<file path="src/rtl/lcd_timing_gen.sv">
// Raster timing generator for a 480x272 LCD on the 9 MHz pixel clock: syncs, data-enable,
// pixel/line counters and frame-start pulse. Optional frameCount output under LCD_FRAME_COUNT_EN.
module lcd_timing_gen #(
    parameter int unsigned H_ACTIVE = 480,
    parameter int unsigned H_FP     = 2,
    parameter int unsigned H_SYNC   = 41,
    parameter int unsigned H_BP     = 2,
    parameter int unsigned V_ACTIVE = 272,
    parameter int unsigned V_FP     = 2,
    parameter int unsigned V_SYNC   = 10,
    parameter int unsigned V_BP     = 2
) (
    input  logic        clk9MHz,
    input  logic        reset_n,
    input  logic        enable,
    output logic        hsync_n,
    output logic        vsync_n,
    output logic        dataEnable,
    output logic [9:0]  vgaCount,
    output logic [8:0]  lineCount,
    output logic        start,
    output logic        frameStart
`ifdef LCD_FRAME_COUNT_EN
    ,
    output logic [15:0] frameCount
`endif
);

    localparam int unsigned H_W     = 10;
    localparam int unsigned V_W     = 9;
    localparam int unsigned H_TOTAL = H_ACTIVE + H_FP + H_SYNC + H_BP;
    localparam int unsigned V_TOTAL = V_ACTIVE + V_FP + V_SYNC + V_BP;

    localparam logic [H_W-1:0] H_LAST      = H_W'(H_TOTAL - 1);
    localparam logic [H_W-1:0] H_ACT_END   = H_W'(H_ACTIVE);
    localparam logic [H_W-1:0] H_SYNC_BEG  = H_W'(H_ACTIVE + H_FP);
    localparam logic [H_W-1:0] H_SYNC_LAST = H_W'(H_ACTIVE + H_FP + H_SYNC - 1);
    localparam logic [V_W-1:0] V_LAST      = V_W'(V_TOTAL - 1);
    localparam logic [V_W-1:0] V_ACT_END   = V_W'(V_ACTIVE);
    localparam logic [V_W-1:0] V_SYNC_BEG  = V_W'(V_ACTIVE + V_FP);
    localparam logic [V_W-1:0] V_SYNC_LAST = V_W'(V_ACTIVE + V_FP + V_SYNC - 1);

    typedef enum logic [1:0] {
        ST_IDLE  = 2'd0,
        ST_RUN   = 2'd1,
        ST_DRAIN = 2'd2
    } state_t;

    state_t         state_q, state_d;
    logic [H_W-1:0] h_q, h_d;
    logic [V_W-1:0] v_q, v_d;
    logic           hsync_n_q, hsync_n_d;
    logic           vsync_n_q, vsync_n_d;
    logic           de_q, de_d;
    logic           frame_start_q, frame_start_d;
    logic           line_end;
    logic           frame_end;
    logic           running_d;

    // Next state and next counts; outputs are derived from the next counts so that
    // registered syncs/enables line up with the registered counters in the same cycle.
    always_comb begin
        state_d   = state_q;
        h_d       = h_q;
        v_d       = v_q;
        line_end  = (h_q == H_LAST);
        frame_end = line_end && (v_q == V_LAST);

        case (state_q)
            ST_IDLE: begin
                h_d = '0;
                v_d = '0;
                if (enable) begin
                    state_d = ST_RUN;
                end
            end
            ST_RUN, ST_DRAIN: begin
                if (line_end) begin
                    h_d = '0;
                    v_d = (v_q == V_LAST) ? '0 : v_q + V_W'(1);
                end else begin
                    h_d = h_q + H_W'(1);
                end
                // A draining frame only stops at its final wrap; re-enable resumes seamlessly.
                if (enable) begin
                    state_d = ST_RUN;
                end else if ((state_q == ST_DRAIN) && frame_end) begin
                    state_d = ST_IDLE;
                end else begin
                    state_d = ST_DRAIN;
                end
            end
            default: begin
                state_d = ST_IDLE;
                h_d     = '0;
                v_d     = '0;
            end
        endcase

        running_d     = (state_d != ST_IDLE);
        de_d          = running_d && (h_d < H_ACT_END) && (v_d < V_ACT_END);
        hsync_n_d     = !(running_d && (h_d >= H_SYNC_BEG) && (h_d <= H_SYNC_LAST));
        vsync_n_d     = !(running_d && (v_d >= V_SYNC_BEG) && (v_d <= V_SYNC_LAST));
        frame_start_d = running_d && (h_d == '0) && (v_d == '0);
    end

    always_ff @(posedge clk9MHz or negedge reset_n) begin
        if (!reset_n) begin
            state_q       <= ST_IDLE;
            h_q           <= '0;
            v_q           <= '0;
            hsync_n_q     <= 1'b1;
            vsync_n_q     <= 1'b1;
            de_q          <= 1'b0;
            frame_start_q <= 1'b0;
        end else begin
            state_q       <= state_d;
            h_q           <= h_d;
            v_q           <= v_d;
            hsync_n_q     <= hsync_n_d;
            vsync_n_q     <= vsync_n_d;
            de_q          <= de_d;
            frame_start_q <= frame_start_d;
        end
    end

    assign vgaCount   = h_q;
    assign lineCount  = v_q;
    assign hsync_n    = hsync_n_q;
    assign vsync_n    = vsync_n_q;
    assign dataEnable = de_q;
    assign start      = de_q;
    assign frameStart = frame_start_q;

`ifdef LCD_FRAME_COUNT_EN
    logic [15:0] frame_cnt_q, frame_cnt_d;

    // Counts in step with the frameStart pulse, so the new value is visible during it.
    always_comb begin
        frame_cnt_d = frame_cnt_q;
        if (frame_start_d) begin
            frame_cnt_d = frame_cnt_q + 16'd1;
        end
    end

    always_ff @(posedge clk9MHz or negedge reset_n) begin
        if (!reset_n) begin
            frame_cnt_q <= '0;
        end else begin
            frame_cnt_q <= frame_cnt_d;
        end
    end

    assign frameCount = frame_cnt_q;
`endif

endmodule

</file>
<file path="config.mk">
export PLATFORM = sky130hd
export DESIGN_NAME = lcd_timing_gen
export DESIGN_NICKNAME = d
export VERILOG_FILES = /design/src/rtl/lcd_timing_gen.sv
export SDC_FILE = /design/constraint.sdc
export NUM_CORES = 1
export LEC_CHECK = 0
export BUFFER_PORTS_ARGS = -buffer_cell sky130_fd_sc_hd__buf_2
export CORE_ASPECT_RATIO = 2
export CORE_UTILIZATION = 45
export DETAILED_ROUTE_END_ITERATION = 12
export PLACE_DENSITY = 0.68
export REMOVE_ABC_BUFFERS = 1
export SLEW_MARGIN = 30
export SYNTH_ARGS = -nofsm -noshare
export SYNTH_HDL_FRONTEND = slang
export SYNTH_SLANG_ARGS = --single-unit
</file>
<file path="constraint.sdc">
create_clock -name clk9MHz -period 3.91 [get_ports clk9MHz]
set_input_delay 0 -clock clk9MHz [delete_from_list [all_inputs] [get_ports clk9MHz]]
set_output_delay 0 -clock clk9MHz [all_outputs]
set_load 0.1 [all_outputs]
</file>
# Word level (Yosys, flattened, before mapping)
# Index checks and enable logic that the tools add are counted.
[word_totals]
register_bits = 25
latchBits = 0
ramBits = 0
romBits = 0
in_bits = 3
out_inout_bits = 24
n_memories = 0
[op_classes]
add_sub_neg = 2
multipliers = 0
div_mod_pow = 0
magnitude_cmp = 6
n_eq_ne = 4
shifts = 0
n_mux = 9
bitwise = 0
n_reduce_logical = 17
[op_table]
columns = ["operator", "count"]
rows = [
  ["9-bit 2-to-1 mux", 3],
  ["10-bit 2-to-1 mux", 2],
  ["10-bit by 1-bit adder with 10-bit output (second input constant)", 1],
  ["10-bit == test (second input constant)", 1],
  ["10-bit by 9-bit greater-or-equal comparator with 1-bit output (second input constant)", 1],
  ["10-bit <= comparator (second input constant)", 1],
  ["1-bit logical AND", 10],
  ["10-bit zero test", 1],
  ["10-bit by 9-bit < comparator with 1-bit output (second input constant)", 1],
  ["9-bit by 1-bit adder with 9-bit output (second input constant)", 1],
  ["9-bit == test (second input constant)", 1],
  ["9-bit greater-or-equal comparator (second input constant)", 1],
  ["9-bit <= comparator (second input constant)", 1],
  ["9-bit zero test", 1],
  ["9-bit < comparator (second input constant)", 1],
  ["2-bit 2-to-1 mux", 3],
  ["2-bit one-hot mux with 2 select lines", 1],
  ["2-bit by 1-bit == test with 1-bit output (second input constant)", 1],
  ["2-bit == test (second input constant)", 1],
  ["1-bit zero test", 2],
  ["2-bit zero test", 1],
  ["2-bit nonzero test", 1],
  ["2-bit OR reduction", 1],
]

# Depth between registers and ports, before layout
[depth]
word_depth = 10
ltp_mapped = 10

# Worst setup path after synthesis
# Ideal clock, no wire load.
[synth_timing]
path_kind = "register -> register"
startpoint = "reg h_q[4], in the netlist vgaCount[4]"
endpoint = "reg vsync_n_q, in the netlist vsync_n"
setup_ns = 0.066
arrival_ns = 2.700
path_slack_ns = 1.144
stages_incl_launch_ff = 9
path_buffers = 2
path_cell_list = "dfrtp_1 -> buf_6 -> or4_4 -> or3_1 -> buf_2 -> or4_1 -> nand3_1 -> o21ai_1 -> nand4_1"
[synth_between]
elab_chain_cells = 10
word_cells_on_any_way = 14
cone_classes = "order compare: 2; eq/ne: 1; mux: 5; reduce/logical: 6"
[synth_lines]
columns = ["item", "line", "source"]
rows = [
  ["start: declaration", "50", "logic [H_W-1:0] h_q, h_d;"],
  ["start signal: assignment", "110", "h_q <= '0;"],
  ["start signal: assignment", "118", "h_q <= h_d;"],
  ["10-bit == test (*)", "66", "line_end = (h_q == H_LAST);"],
  ["branches (longest 7 deep; another with 9-bit greater-or-equal comparator)", "-", ""],
  ["1-bit logical AND (*)", "103", "vsync_n_d = !(running_d && (v_d >= V_SYNC_BEG) && (v_d <= V_SYNC_LAST));"],
  ["1-bit zero test (*)", "103", ""],
  ["named net vsync_n_d", "53", "logic vsync_n_q, vsync_n_d;"],
  ["end signal: assignment", "121", "vsync_n_q <= vsync_n_d;"],
  ["end: declaration", "53", ""],
]
# Mark *: on every way through the listed nets, which the timed path passes.

# Final worst setup path
[layout_timing]
startpoint = "reg h_q[4], in the netlist vgaCount[4]"
endpoint = "reg de_q, in the netlist dataEnable"
[layout_between]
elab_chain_cells = 9
word_cells_on_any_way = 16
cone_classes = "add/sub: 1; order compare: 2; eq/ne: 1; mux: 7; reduce/logical: 5"
[layout_lines]
columns = ["item", "line", "source"]
rows = [
  ["branches (longest 8 deep; another with 10-bit by 1-bit adder with 10-bit output)", "-", ""],
  ["1-bit logical AND (*)", "101", "de_d = running_d && (h_d < H_ACT_END) && (v_d < V_ACT_END);"],
  ["named net de_d", "54", "logic de_q, de_d;"],
  ["end signal: assignment", "114", "de_q <= 1'b0;"],
  ["end signal: assignment", "122", "de_q <= de_d;"],
  ["end: declaration", "54", ""],
]
# Marks and branches as above.

==> summary.txt <==
Status
  • Status: complete, no violations

Detailed routing
  • DR DRC count: 0
  • Via/cell ratio: 5.66
  • Met3 wire len: 95 µm
  • Detailed Route WL: 3550 µm
  • Met2 WL: 2030 µm
  • DR pass1 iterations: 4
  • Vias: 1409
  • Iter 0 DRT Violations: 36
  • Max Used Layer: met4
  • Post-DRT Antenna Nets: 0
  • Post-Route M1 WL: 1320 µm
  • Routed WL per cell: 14.3 µm

STA
  • Slew headroom: 49.2%
  • Final setup violation count: 0
  • Hold WS: 0.238 ns
  • Setup TNS: 0 ns
  • Final period util: 71.5%
  • RSZ-0062 raised after global routing: no
  • Clock skew: 0.00305 ns
  • Fin crit period: 2.80 ns
  • Fmax achieved: 0.358 GHz
  • Worst Tran Pin Value: 0.758 ns
  • Max-slew violation count: 0
  • Final hold vios: 0

Clock tree
  • Num Clock Sinks: 25
  • CTS Buffer Depth: 2
  • Number of buffers created by CTS: 3
  • CTS H-tree depth: 1
  • Reg clk slew, reported paths: 0.09 ns
  • Root Buffer: clkbuf_8
  • CTS tree: built
  • Clock latency on the worst-skew pair: 0.27 ns
  • CTS resizes: 0

Critical path
  • Crit end category: flop
  • Crit path buf inv count: 0
  • CP max FO: 15
  • Max stage delay on crit path: 0.64 ns
  • Slowest-stage cell, CP: nor3_2
  • Worst setup path category: flop to flop
  • Worst Setup Start Kind: flop
  • Critical Path RT: 4.08 ns
  • Worst EP arrival: 2.96 ns
  • Critical path cell sequence: or4_4 > nor3_2 > nand4_1 > xor2_1 > a211oi_2 > nor4b_1
  • CP delay by family, top: simple AND/OR/NAND/NOR gates

Min path
  • Worst min path class: input pin to async pin

Die
  • I/O Pins: 27
  • DIE HEIGHT: 86.6 µm
  • # rows: 30
  • Initial Util: 47.1%
  • Die Area: 3830 µm²
  • Floorplan core area: 3420 µm²
  • Die W: 44.3 µm

Final layout
  • Fill cells: 337
  • ANT cells: 0
  • Layout cells sized above 1: 19.4%
  • Synthesis-to-layout area growth: 11.0%
  • Most frequent cells in the layout: buf_2, dfrtp_1, nor2_1, nand2_1, nand4_1
  • Most common cell after layout, fill and taps aside: buf_2
  • Util after Layout: 52.3%
  • Final nets: 212

Yosys
  • Number of synthesized register bits: 25
  • Yosys warns: 0
  • Mapped Cells: 182
  • Synth Flop Type: dfrtp_1
  • Post-synth ARST share: 100%
  • Distinct cells, synth: 40
  • Sequential cell area fraction in the yosys report: 39.0%
  • Post-Syn Area per Cell: 8.84 µm²
  • Cell area after synthesis: 1610 µm²
  • EDFF count, synth: 0

Global routing
  • GRT overflow: 0
  • First-pass GRT wire length: 6040 µm
  • Total GRT Usage: 20.8%
  • Largest net degree at the start of global routing: 26
  • Vias in the first global route: 1375
  • Initial antenna violation count: 0

Power
  • Pwr dens: 559 nW/µm²
  • Leak pwr: 0.795 nW
  • Tot Pwr: 0.999 mW
  • Peak VDD IR: 0.400 mV

Placed design
  • GP Congestion: 0.865
  • Dpl hpwl: 2700 µm
  • I/O Buffers: 26

Job
  • Max cap viols: 0
[cells by family (layout without fill, tap and decap cells)]
family,after synthesis,after routing,share of synthesized area [%]
mux,1,1,0.700
flops,25,25,39.0
fa+ha+maj,7,7,5.44
buf+inv,22,41,7.23
compound gates,29,29,11.1
xor+xnor,15,15,8.17
simple gates,83,83,28.3
[final timing paths]
kind,end,start,cells after the start,slack (ns)
worst max-delay path,dataEnable,vgaCount[4],6,1.11
worst min-delay path,lineCount[0],reset_n,2,0.24
worst max register to register,dataEnable,vgaCount[4],6,1.11
worst min register to register,state_q[0],state_q[0],2,0.58
max in group asynchronous,hsync_n,reset_n,2,3.30
min in group clk9MHz,state_q[1],enable,4,0.54
[worst reg2reg max path, cell delays in order (launching register included)]
cell and delay [ns]:
dfrtp_1 0.49, or4_4 0.57, nor3_2 0.64, nand4_1 0.20, xor2_1 0.40, a211oi_2 0.09
nor4b_1 0.31
[metal layers]
layer	global-route usage, %	up-vias
met3	1.88	12
met4	9.37	0
met2	40.0	42
met1	21.0	675
li1	-	680
met5	0	-
[flip-flops by register name (all words and copies together), names as in the netlist]
name	flops
vgaCount	10
frameStart	1
state_q	2
vsync_n	1
hsync_n	1
dataEnable	1
lineCount	9
[layout make-up]
class	count	area, µm²	share of cell area [%]
Tap cell	48	60.1	3.36
Sequential cell	25	628	35.2
Clock buffer	3	41.3	2.31
Clock inverter	1	5.00	0.280
Multi-Input combinational cell	135	865	48.4
Inverter	8	30.0	1.68
Timing Repair Buffer	29	158	8.82
[per-stage QoR]
step	cell area [µm²]	instances	worst slack, ns
final	1790	249	1.11
after global routing	1790	249	0.961
after CTS	1790	249	1.15
after detailed placement	1720	243	1.18
after global placement	1720	243	1.26
after floorplan	1520	168	0.931
[repair_timing]
| item | in CTS | in global routing |
|---|---|---|
| endpoints found under the hold margin | 24 | 0 |
| endpoints found under the setup margin | 0 | 0 |
| hold buffers | 2 | 0 |
| buffers inserted | 0 | 0 |
[synthesized netlist by cell type, types with 3 or more instances]
library cell	count	area [µm²]
ha_1	7	87.6
o21ai_1	3	15.0
inv_1	8	30.0
dfrtp_1	23	576
buf_4	4	30.0
or3_1	4	25.0
buf_2	3	15.0
nor4_1	5	31.3
clkbuf_1	5	18.8
nor3_1	5	25.0
a31oi_1	3	18.8
and3_1	5	31.3
nand3_1	5	25.0
nor2_1	18	67.6
nor2b_1	3	18.8
nand2_1	14	52.6
xnor2_1	6	52.6
o21ai_0	6	30.0
xor2_1	9	78.8
a21oi_1	10	50.1
nand4_1	11	68.8
[report_power, final]
group          internal [mW]  total (mW)  leakage, nW  switching, mW
Clock                 0.0715       0.158       0.0255         0.0864
Combinational          0.125       0.512        0.436          0.387
Sequential             0.290       0.329        0.333         0.0389
Total                  0.487       0.999        0.795          0.513
(Power assumes the default switching activity.)
